**src/rtl/store_commit_buffer_pkg.sv**
```systemverilog
// Shared types and constants for the store commit buffer.
//
// SB_DEPTH / SB_DEPTH_BITS : default buffer depth and its index width.
// ADDR_WIDTH / DATA_WIDTH  : word address and store data widths. These match the core.
// sb_entry                 : one buffered committed store.
// sb_state_t               : drain FSM states.
package store_commit_buffer_pkg;

   localparam int unsigned SB_DEPTH      = 4;
   localparam int unsigned SB_DEPTH_BITS = $clog2(SB_DEPTH);
   localparam int unsigned ADDR_WIDTH    = 26;
   localparam int unsigned DATA_WIDTH    = 32;

   typedef struct packed {
      logic                  valid;
      logic [ADDR_WIDTH-1:0] addr;
      logic [DATA_WIDTH-1:0] data;
   } sb_entry;

   typedef enum logic {
      SB_IDLE,
      SB_REQ
   } sb_state_t;

endpackage

```
**src/rtl/store_commit_buffer_if.sv**
```systemverilog
// Bundle of the signals between the store commit buffer and its environment.
//
// ROB side    : mem_wr_en, mem_wr_addr, mem_wr_data (in), st_stall (out)
// D-cache side: dc_wr_req, dc_wr_addr, dc_wr_data (out), dc_wr_ack (in)
// Load probe  : ld_valid, ld_addr (in), ld_hit, ld_data (out)
// Status      : drained (out)
//
// The slave modport is used by the buffer. The master modport is used by the core or bench.
interface store_commit_buffer_if;
   import store_commit_buffer_pkg::*;

   logic                  mem_wr_en;
   logic [ADDR_WIDTH-1:0] mem_wr_addr;
   logic [DATA_WIDTH-1:0] mem_wr_data;
   logic                  st_stall;
   logic                  dc_wr_req;
   logic [ADDR_WIDTH-1:0] dc_wr_addr;
   logic [DATA_WIDTH-1:0] dc_wr_data;
   logic                  dc_wr_ack;
   logic                  ld_valid;
   logic [ADDR_WIDTH-1:0] ld_addr;
   logic                  ld_hit;
   logic [DATA_WIDTH-1:0] ld_data;
   logic                  drained;

   modport slave (
      input  mem_wr_en, mem_wr_addr, mem_wr_data, dc_wr_ack, ld_valid, ld_addr,
      output st_stall, dc_wr_req, dc_wr_addr, dc_wr_data, ld_hit, ld_data, drained
   );

   modport master (
      output mem_wr_en, mem_wr_addr, mem_wr_data, dc_wr_ack, ld_valid, ld_addr,
      input  st_stall, dc_wr_req, dc_wr_addr, dc_wr_data, ld_hit, ld_data, drained
   );

endinterface

```
**src/rtl/store_buffer_fwd_match.sv**
```systemverilog
// Combinational store-to-load forwarding search over the store buffer entries.
//
// entries  : the buffer entry array (valid/addr/data)
// rd_ptr   : oldest entry pointer (with wrap bit)
// wr_ptr   : next free slot pointer (with wrap bit)
// ld_valid : a load is probing
// ld_addr  : load word address
// ld_hit   : some live entry matches ld_addr
// ld_data  : data of the youngest matching entry, or 0 when there is no hit
module store_buffer_fwd_match
   import store_commit_buffer_pkg::*;
#(
   parameter int unsigned SbDepth = SB_DEPTH
) (
   input  sb_entry [SbDepth-1:0]        entries,
   input  logic    [$clog2(SbDepth):0]  rd_ptr,
   input  logic    [$clog2(SbDepth):0]  wr_ptr,
   input  logic                         ld_valid,
   input  logic    [ADDR_WIDTH-1:0]     ld_addr,
   output logic                         ld_hit,
   output logic    [DATA_WIDTH-1:0]     ld_data
);

   localparam int unsigned IdxW = $clog2(SbDepth);
   localparam int unsigned PtrW = IdxW + 1;

   logic [PtrW-1:0] count;

   assign count = wr_ptr - rd_ptr;

   // Walk from oldest to youngest. A later match overrides an earlier one, so the
   // youngest matching store wins.
   always_comb begin
      logic [IdxW-1:0] idx;
      ld_hit  = 1'b0;
      ld_data = '0;
      idx     = '0;
      for (int unsigned i = 0; i < SbDepth; i++) begin
         idx = rd_ptr[IdxW-1:0] + IdxW'(i);
         if (ld_valid && (PtrW'(i) < count) && entries[idx].valid &&
             (entries[idx].addr == ld_addr)) begin
            ld_hit  = 1'b1;
            ld_data = entries[idx].data;
         end
      end
   end

endmodule

```
**src/rtl/store_commit_buffer.sv**
```systemverilog
// Store commit buffer. It accepts one retired store per cycle from the ROB, keeps the stores
// in order, drains them to the D-cache over a req/ack handshake, and forwards buffered data
// to probing loads.
//
// clk   : core clock
// rst_n : synchronous active-low reset
// bus   : slave side of store_commit_buffer_if, which carries:
//         mem_wr_en/addr/data, st_stall      (ROB commit port)
//         dc_wr_req/addr/data, dc_wr_ack     (D-cache write port)
//         ld_valid/addr, ld_hit/data         (forwarding probe)
//         drained                            (buffer empty and no write pending)
//
// SbDepth must be a power of two and at least 2. Address and data widths come from the package.
module store_commit_buffer
   import store_commit_buffer_pkg::*;
#(
   parameter int unsigned SbDepth = SB_DEPTH
) (
   input logic                  clk,
   input logic                  rst_n,
   store_commit_buffer_if.slave bus
);

   localparam int unsigned IdxW = $clog2(SbDepth);
   localparam int unsigned PtrW = IdxW + 1;

   sb_entry [SbDepth-1:0] entries_q;
   logic    [PtrW-1:0]    wr_ptr_q;
   logic    [PtrW-1:0]    rd_ptr_q;
   sb_state_t             state_q;
   logic                  req_q;

   logic                  empty;
   logic                  full;
   logic                  push;
   logic                  pop;
   logic    [PtrW-1:0]    count;
   logic    [PtrW-1:0]    count_after;
   sb_entry               head;

   assign empty = (wr_ptr_q == rd_ptr_q);
   assign full  = (wr_ptr_q[PtrW-1] != rd_ptr_q[PtrW-1]) &&
                  (wr_ptr_q[IdxW-1:0] == rd_ptr_q[IdxW-1:0]);

   // The stall comes only from the registered full flag. A pop in the same cycle does not
   // open a slot for the store that is being stalled.
   assign push = bus.mem_wr_en & ~full;
   assign pop  = (state_q == SB_REQ) & bus.dc_wr_ack;

   assign count       = wr_ptr_q - rd_ptr_q;
   assign count_after = count + PtrW'(push) - PtrW'(pop);

   assign head = entries_q[rd_ptr_q[IdxW-1:0]];

   always_ff @(posedge clk) begin
      if (!rst_n) begin
         entries_q <= '0;
         wr_ptr_q  <= '0;
         rd_ptr_q  <= '0;
         state_q   <= SB_IDLE;
         req_q     <= 1'b0;
      end else begin
         // Push and pop never target the same slot. That would need the buffer to be
         // both empty and full at once.
         if (push) begin
            entries_q[wr_ptr_q[IdxW-1:0]] <= '{valid: 1'b1,
                                               addr:  bus.mem_wr_addr,
                                               data:  bus.mem_wr_data};
            wr_ptr_q <= wr_ptr_q + PtrW'(1);
         end
         if (pop) begin
            entries_q[rd_ptr_q[IdxW-1:0]].valid <= 1'b0;
            rd_ptr_q <= rd_ptr_q + PtrW'(1);
         end

         unique case (state_q)
            SB_IDLE: begin
               if (!empty || push) begin
                  state_q <= SB_REQ;
                  req_q   <= 1'b1;
               end
            end
            SB_REQ: begin
               // Stay in REQ while entries remain, so the next write follows straight
               // after the ack.
               if (pop && (count_after == '0)) begin
                  state_q <= SB_IDLE;
                  req_q   <= 1'b0;
               end
            end
            default: begin
               state_q <= SB_IDLE;
               req_q   <= 1'b0;
            end
         endcase
      end
   end

   assign bus.st_stall   = full;
   assign bus.dc_wr_req  = req_q;
   assign bus.dc_wr_addr = head.valid ? head.addr : '0;
   assign bus.dc_wr_data = head.valid ? head.data : '0;
   assign bus.drained    = empty & (state_q == SB_IDLE);

   store_buffer_fwd_match #(
      .SbDepth (SbDepth)
   ) u_fwd_match (
      .entries  (entries_q),
      .rd_ptr   (rd_ptr_q),
      .wr_ptr   (wr_ptr_q),
      .ld_valid (bus.ld_valid),
      .ld_addr  (bus.ld_addr),
      .ld_hit   (bus.ld_hit),
      .ld_data  (bus.ld_data)
   );

   // The D-cache relies on the request payload holding steady until it is acked.
   assert property (@(posedge clk) disable iff (!rst_n)
      (bus.dc_wr_req && !bus.dc_wr_ack) |=>
      (bus.dc_wr_req && $stable(bus.dc_wr_addr) && $stable(bus.dc_wr_data)));

endmodule

```
**src/flat_wrapper.sv**
```systemverilog
// flat-port wrapper written by rule: the top's interface ports become plain ports
module store_commit_buffer_flat import store_commit_buffer_pkg::*;
#(
   parameter int unsigned SbDepth = SB_DEPTH
)
  (clk, rst_n, bus_mem_wr_en, bus_mem_wr_addr, bus_mem_wr_data, bus_dc_wr_ack, bus_ld_valid, bus_ld_addr, bus_st_stall, bus_dc_wr_req, bus_dc_wr_addr, bus_dc_wr_data, bus_ld_hit, bus_ld_data, bus_drained);
  store_commit_buffer_if bus_i ();
  input logic clk;
  input logic rst_n;
  input wire logic [$bits(bus_i.mem_wr_en)-1:0] bus_mem_wr_en;
  input wire logic [$bits(bus_i.mem_wr_addr)-1:0] bus_mem_wr_addr;
  input wire logic [$bits(bus_i.mem_wr_data)-1:0] bus_mem_wr_data;
  input wire logic [$bits(bus_i.dc_wr_ack)-1:0] bus_dc_wr_ack;
  input wire logic [$bits(bus_i.ld_valid)-1:0] bus_ld_valid;
  input wire logic [$bits(bus_i.ld_addr)-1:0] bus_ld_addr;
  output wire logic [$bits(bus_i.st_stall)-1:0] bus_st_stall;
  output wire logic [$bits(bus_i.dc_wr_req)-1:0] bus_dc_wr_req;
  output wire logic [$bits(bus_i.dc_wr_addr)-1:0] bus_dc_wr_addr;
  output wire logic [$bits(bus_i.dc_wr_data)-1:0] bus_dc_wr_data;
  output wire logic [$bits(bus_i.ld_hit)-1:0] bus_ld_hit;
  output wire logic [$bits(bus_i.ld_data)-1:0] bus_ld_data;
  output wire logic [$bits(bus_i.drained)-1:0] bus_drained;
  assign bus_i.mem_wr_en = bus_mem_wr_en;
  assign bus_i.mem_wr_addr = bus_mem_wr_addr;
  assign bus_i.mem_wr_data = bus_mem_wr_data;
  assign bus_i.dc_wr_ack = bus_dc_wr_ack;
  assign bus_i.ld_valid = bus_ld_valid;
  assign bus_i.ld_addr = bus_ld_addr;
  assign bus_st_stall = bus_i.st_stall;
  assign bus_dc_wr_req = bus_i.dc_wr_req;
  assign bus_dc_wr_addr = bus_i.dc_wr_addr;
  assign bus_dc_wr_data = bus_i.dc_wr_data;
  assign bus_ld_hit = bus_i.ld_hit;
  assign bus_ld_data = bus_i.ld_data;
  assign bus_drained = bus_i.drained;
  store_commit_buffer #(.SbDepth(SbDepth)) u_core (.clk(clk), .rst_n(rst_n), .bus(bus_i));
endmodule
```
**config.mk**
```make
export PLATFORM = sky130hd
export DESIGN_NAME = store_commit_buffer_flat
export DESIGN_NICKNAME = d
export VERILOG_FILES = /design/src/rtl/store_commit_buffer_pkg.sv /design/src/rtl/store_commit_buffer_if.sv /design/src/rtl/store_buffer_fwd_match.sv /design/src/rtl/store_commit_buffer.sv /design/src/flat_wrapper.sv
export SDC_FILE = /design/constraint.sdc
export NUM_CORES = 1
export LEC_CHECK = 0
export CAP_MARGIN = 20
export CORE_MARGIN = 5
export CORE_UTILIZATION = 50
export DETAILED_ROUTE_END_ITERATION = 16
export PLACE_DENSITY_LB_ADDON = 0.15
export RECOVER_POWER = 50
export SYNTH_ARGS = -nofsm -noshare
export SYNTH_HDL_FRONTEND = slang
export SYNTH_SLANG_ARGS = --single-unit
```
**constraint.sdc**
```tcl
create_clock -name clk -period 4.6 [get_ports clk]
set_clock_uncertainty 0.1 [all_clocks]
set_input_delay 0.69 -clock clk [delete_from_list [all_inputs] [get_ports clk]]
set_output_delay 0.69 -clock clk [all_outputs]
set_load 0.01 [all_outputs]
```
==> results.ini <==
[drt]
route.met3.wl_um=5013
drt_pass1_iterations=5
wl_per_cell_um=23.51
viasPerCell=6.388
top_layer=met5
ant_nets=0
drc=0
via_count=16700
wl_met2_um=29440
wl_um=61470
wl_met1_um=24910
drt_iter0_drc=1488

[placed_design]
place_ws_ns=-0.5654
gp_congestion=0.9902
io_buffers=182
dp_hpwl_um=41770
place_area_um2=21160

[timing]
tns_ns=-14.65
worst_pin_slew_ns=2.290
hold_violations=0
layout_setup_ws_ns=-0.5351
setup_violations=33
max_clock_freq_mhz=194.7
period_share_pct=111.6
fin_crit_ns=5.135
relSlewSlack_pct=-52.70
rsz0062_at_grt=true
whs_ns=0.4081
slew_violations=235

[worst_setup_path]
cp_slowest_cell=or4_4
cp.buffers_inverters=7
cp.required_ns=3.81
endpoint_kind=output port
crit_chain=inv_4, ha_4, buf_12, buf_8, buf_6, mux4_2, xnor2_2, nand4_1, or4_4, or4b_4, buf_12, buf_6, o2111ai_2, a32oi_2, buf_2
cp-start-kind=register
critPathMaxFanout=7
timing_worst_setup_path_type=reg2out
critPathArrivalTime_ns=4.35
worst-r2r-setup-slack_ns=0.15
slowest_delay_ns=0.61
path_delay_family=simple AND/OR/NAND/NOR gates

[yosys]
syn_area_um2=18330
seq_area_frac_synth_pct=26.66
netlist.area_leader.share_pct=26.66
syn_nets=2068
syn_area_per_cell_um2=9.335
synth_enable_flop_cells=0
ys.flop_type=dfxtp_1
yosys.cell_types.count=54
synthTopCellsByArea=dfxtp_1 27%, mux4_2 26%, nand2_1 11%, a21boi_0 9.5%, xnor2_1 3.4%
synth_top_area_cell=dfxtp_1
async_flop_share_pct=0
yosys_warnings=0
synth_seq_cells=244
synth_cells=1963

[cells_and_area]
synthToLayoutAreaGrowth_pct=23.40
layout_commonest_cell=nand2_1
fin_area_um2=22610
fillers=3105
drive_gt1_share_pct=24.43
final_cell_mix=554 x nand2_1, 242 x dfxtp_1, 232 x a21boi_0
nets=2230

[global_routing]
antenna_found_initial=3
grt_util_all_layers_pct=29.41
grt.overflow.total=0
grt_pass1_vias=16470
grt_pass1_wl_um=96520
grt_max_degree=102

[cts]
numCtsBuffers=28
postCtsHoldBufs=0
cts_num_sinks=244
clockRootBuffer=clkbuf_16
clk_pin_slew_ns=0.06
htreeDepth=1
insertion_delay_ns=0.55
tritoncts=built
clockBufferDepth=3

[power_and_ir_drop]
power.leakage_nw=7.308
pwr_density_cell_nw_per_um2=286.1
max-vdd-ir-drop_uv=259.0

[run]
drv_cap=5

[outcome]
violations=max-capacitance violations, max-slew violations, negative setup slack
status=complete, but fails checks

[min_path]
hold_path_class=reg2reg

[floorplanning]
dieArea_um2=40580
die_h_um=201.4
num_rows=70
coreArea_um2=36430
die_x_um=201.4
initial_core_util_pct=50.30
ios=183

-- Yosys cell counts (3+ instances only) --
| cell | number |
|---|---|
| o2111ai_1 | 34 |
| dfxtp_1 | 244 |
| o22ai_1 | 9 |
| a31oi_1 | 4 |
| xnor2_1 | 72 |
| nand4_1 | 14 |
| buf_2 | 38 |
| mux4_2 | 210 |
| o211ai_1 | 5 |
| nor4_1 | 9 |
| a22oi_1 | 5 |
| a32oi_1 | 33 |
| inv_1 | 16 |
| clkbuf_1 | 131 |
| xor2_1 | 25 |
| a21boi_0 | 232 |
| mux2_2 | 3 |
| nor2b_1 | 5 |
| o21ai_0 | 37 |
| ha_1 | 14 |
| nor2_1 | 17 |
| a2111oi_0 | 3 |
| and2_1 | 63 |
| or4_1 | 34 |
| buf_4 | 10 |
| o211a_1 | 4 |
| buf_1 | 18 |
| nand3_1 | 9 |
| buf_6 | 8 |
| a21oi_1 | 12 |
| nand2_1 | 558 |
| mux2i_1 | 58 |
-- layer usage --
layer | global-route usage, % | vias to the layer above
met1 | 39.69 | 8292
met4 | 9.570 | 4
met3 | 5.447 | 151
met2 | 48.22 | 778
met5 | 0 | -
li1 | - | 7473
-- path summary, 6_finish.rpt --
check                     start              to  cells past startpoint
max          u_core.rd_ptr_q[0]  bus_ld_data[5]                     15
min                    register        register                      2
max reg2reg  u_core.rd_ptr_q[1]        register                     11
min reg2reg            register        register                      2
-- stage by stage --
step	utilization, %	total power, mW	instances
after floorplan	-	3.421	1963
after global placement	58.07	3.964	2534
after detailed placement	58.07	3.997	2534
after CTS	61.81	6.459	2609
after global routing	62.06	6.702	2614
final	62.06	6.469	2614
-- worst reg2reg max path: stages, from the launching register on --
cell and delay, ns:
dfxtp_4 0.35, inv_2 0.07, clkbuf_1 0.31, ha_1 0.30, nand2_1 0.09, nor2b_1 0.06
nor2b_1 0.10, clkbuf_1 0.41, and2_0 1.42, clkbuf_4 0.81, nand2_1 0.14, a21boi_0 0.19
-- report_power, final --
part / switching [mW] / internal, mW / total, mW
Clock: 0.929 / 1.49 / 2.41
Combinational: 0.895 / 0.834 / 1.73
Sequential: 0.119 / 2.21 / 2.33
-- repair_timing --
item | in CTS | in global routing
setup buffers | 24 | 5
gates cloned | 2 | 0
setup endpoints to repair | 33 | 33
endpoints found under the hold margin | 0 | 0
pin swaps | 21 | 18
gates resized for setup | 181 | 25
-- final cells by class --
class,instances,area [µm²],area share [%]
diodes,1,2.502,0.01107
clock buffers,42,884.6,3.912
clock inverters,8,121.4,0.5367
inverters,17,66.31,0.2933
multi-input cells,1497,12940,57.24
flip-flops and latches,244,4892,21.63
well taps,468,585.6,2.590
repair buffers,337,3117,13.78
-- cells by family (layout without fill, tap and decap cells) --
group	Yosys count	after routing	synth area share, %
AO/OA/AOI/OAI	390	390	15.89
XOR/XNOR	98	98	4.766
adder cells (fa/ha/maj)	16	16	1.174
buffers and inverters	222	404	5.339
flip-flops	244	244	26.66
multiplexers	271	271	29.16
other	0	1	0
AND/OR/NAND/NOR	722	722	17.01
(Power assumes the default switching activity.)
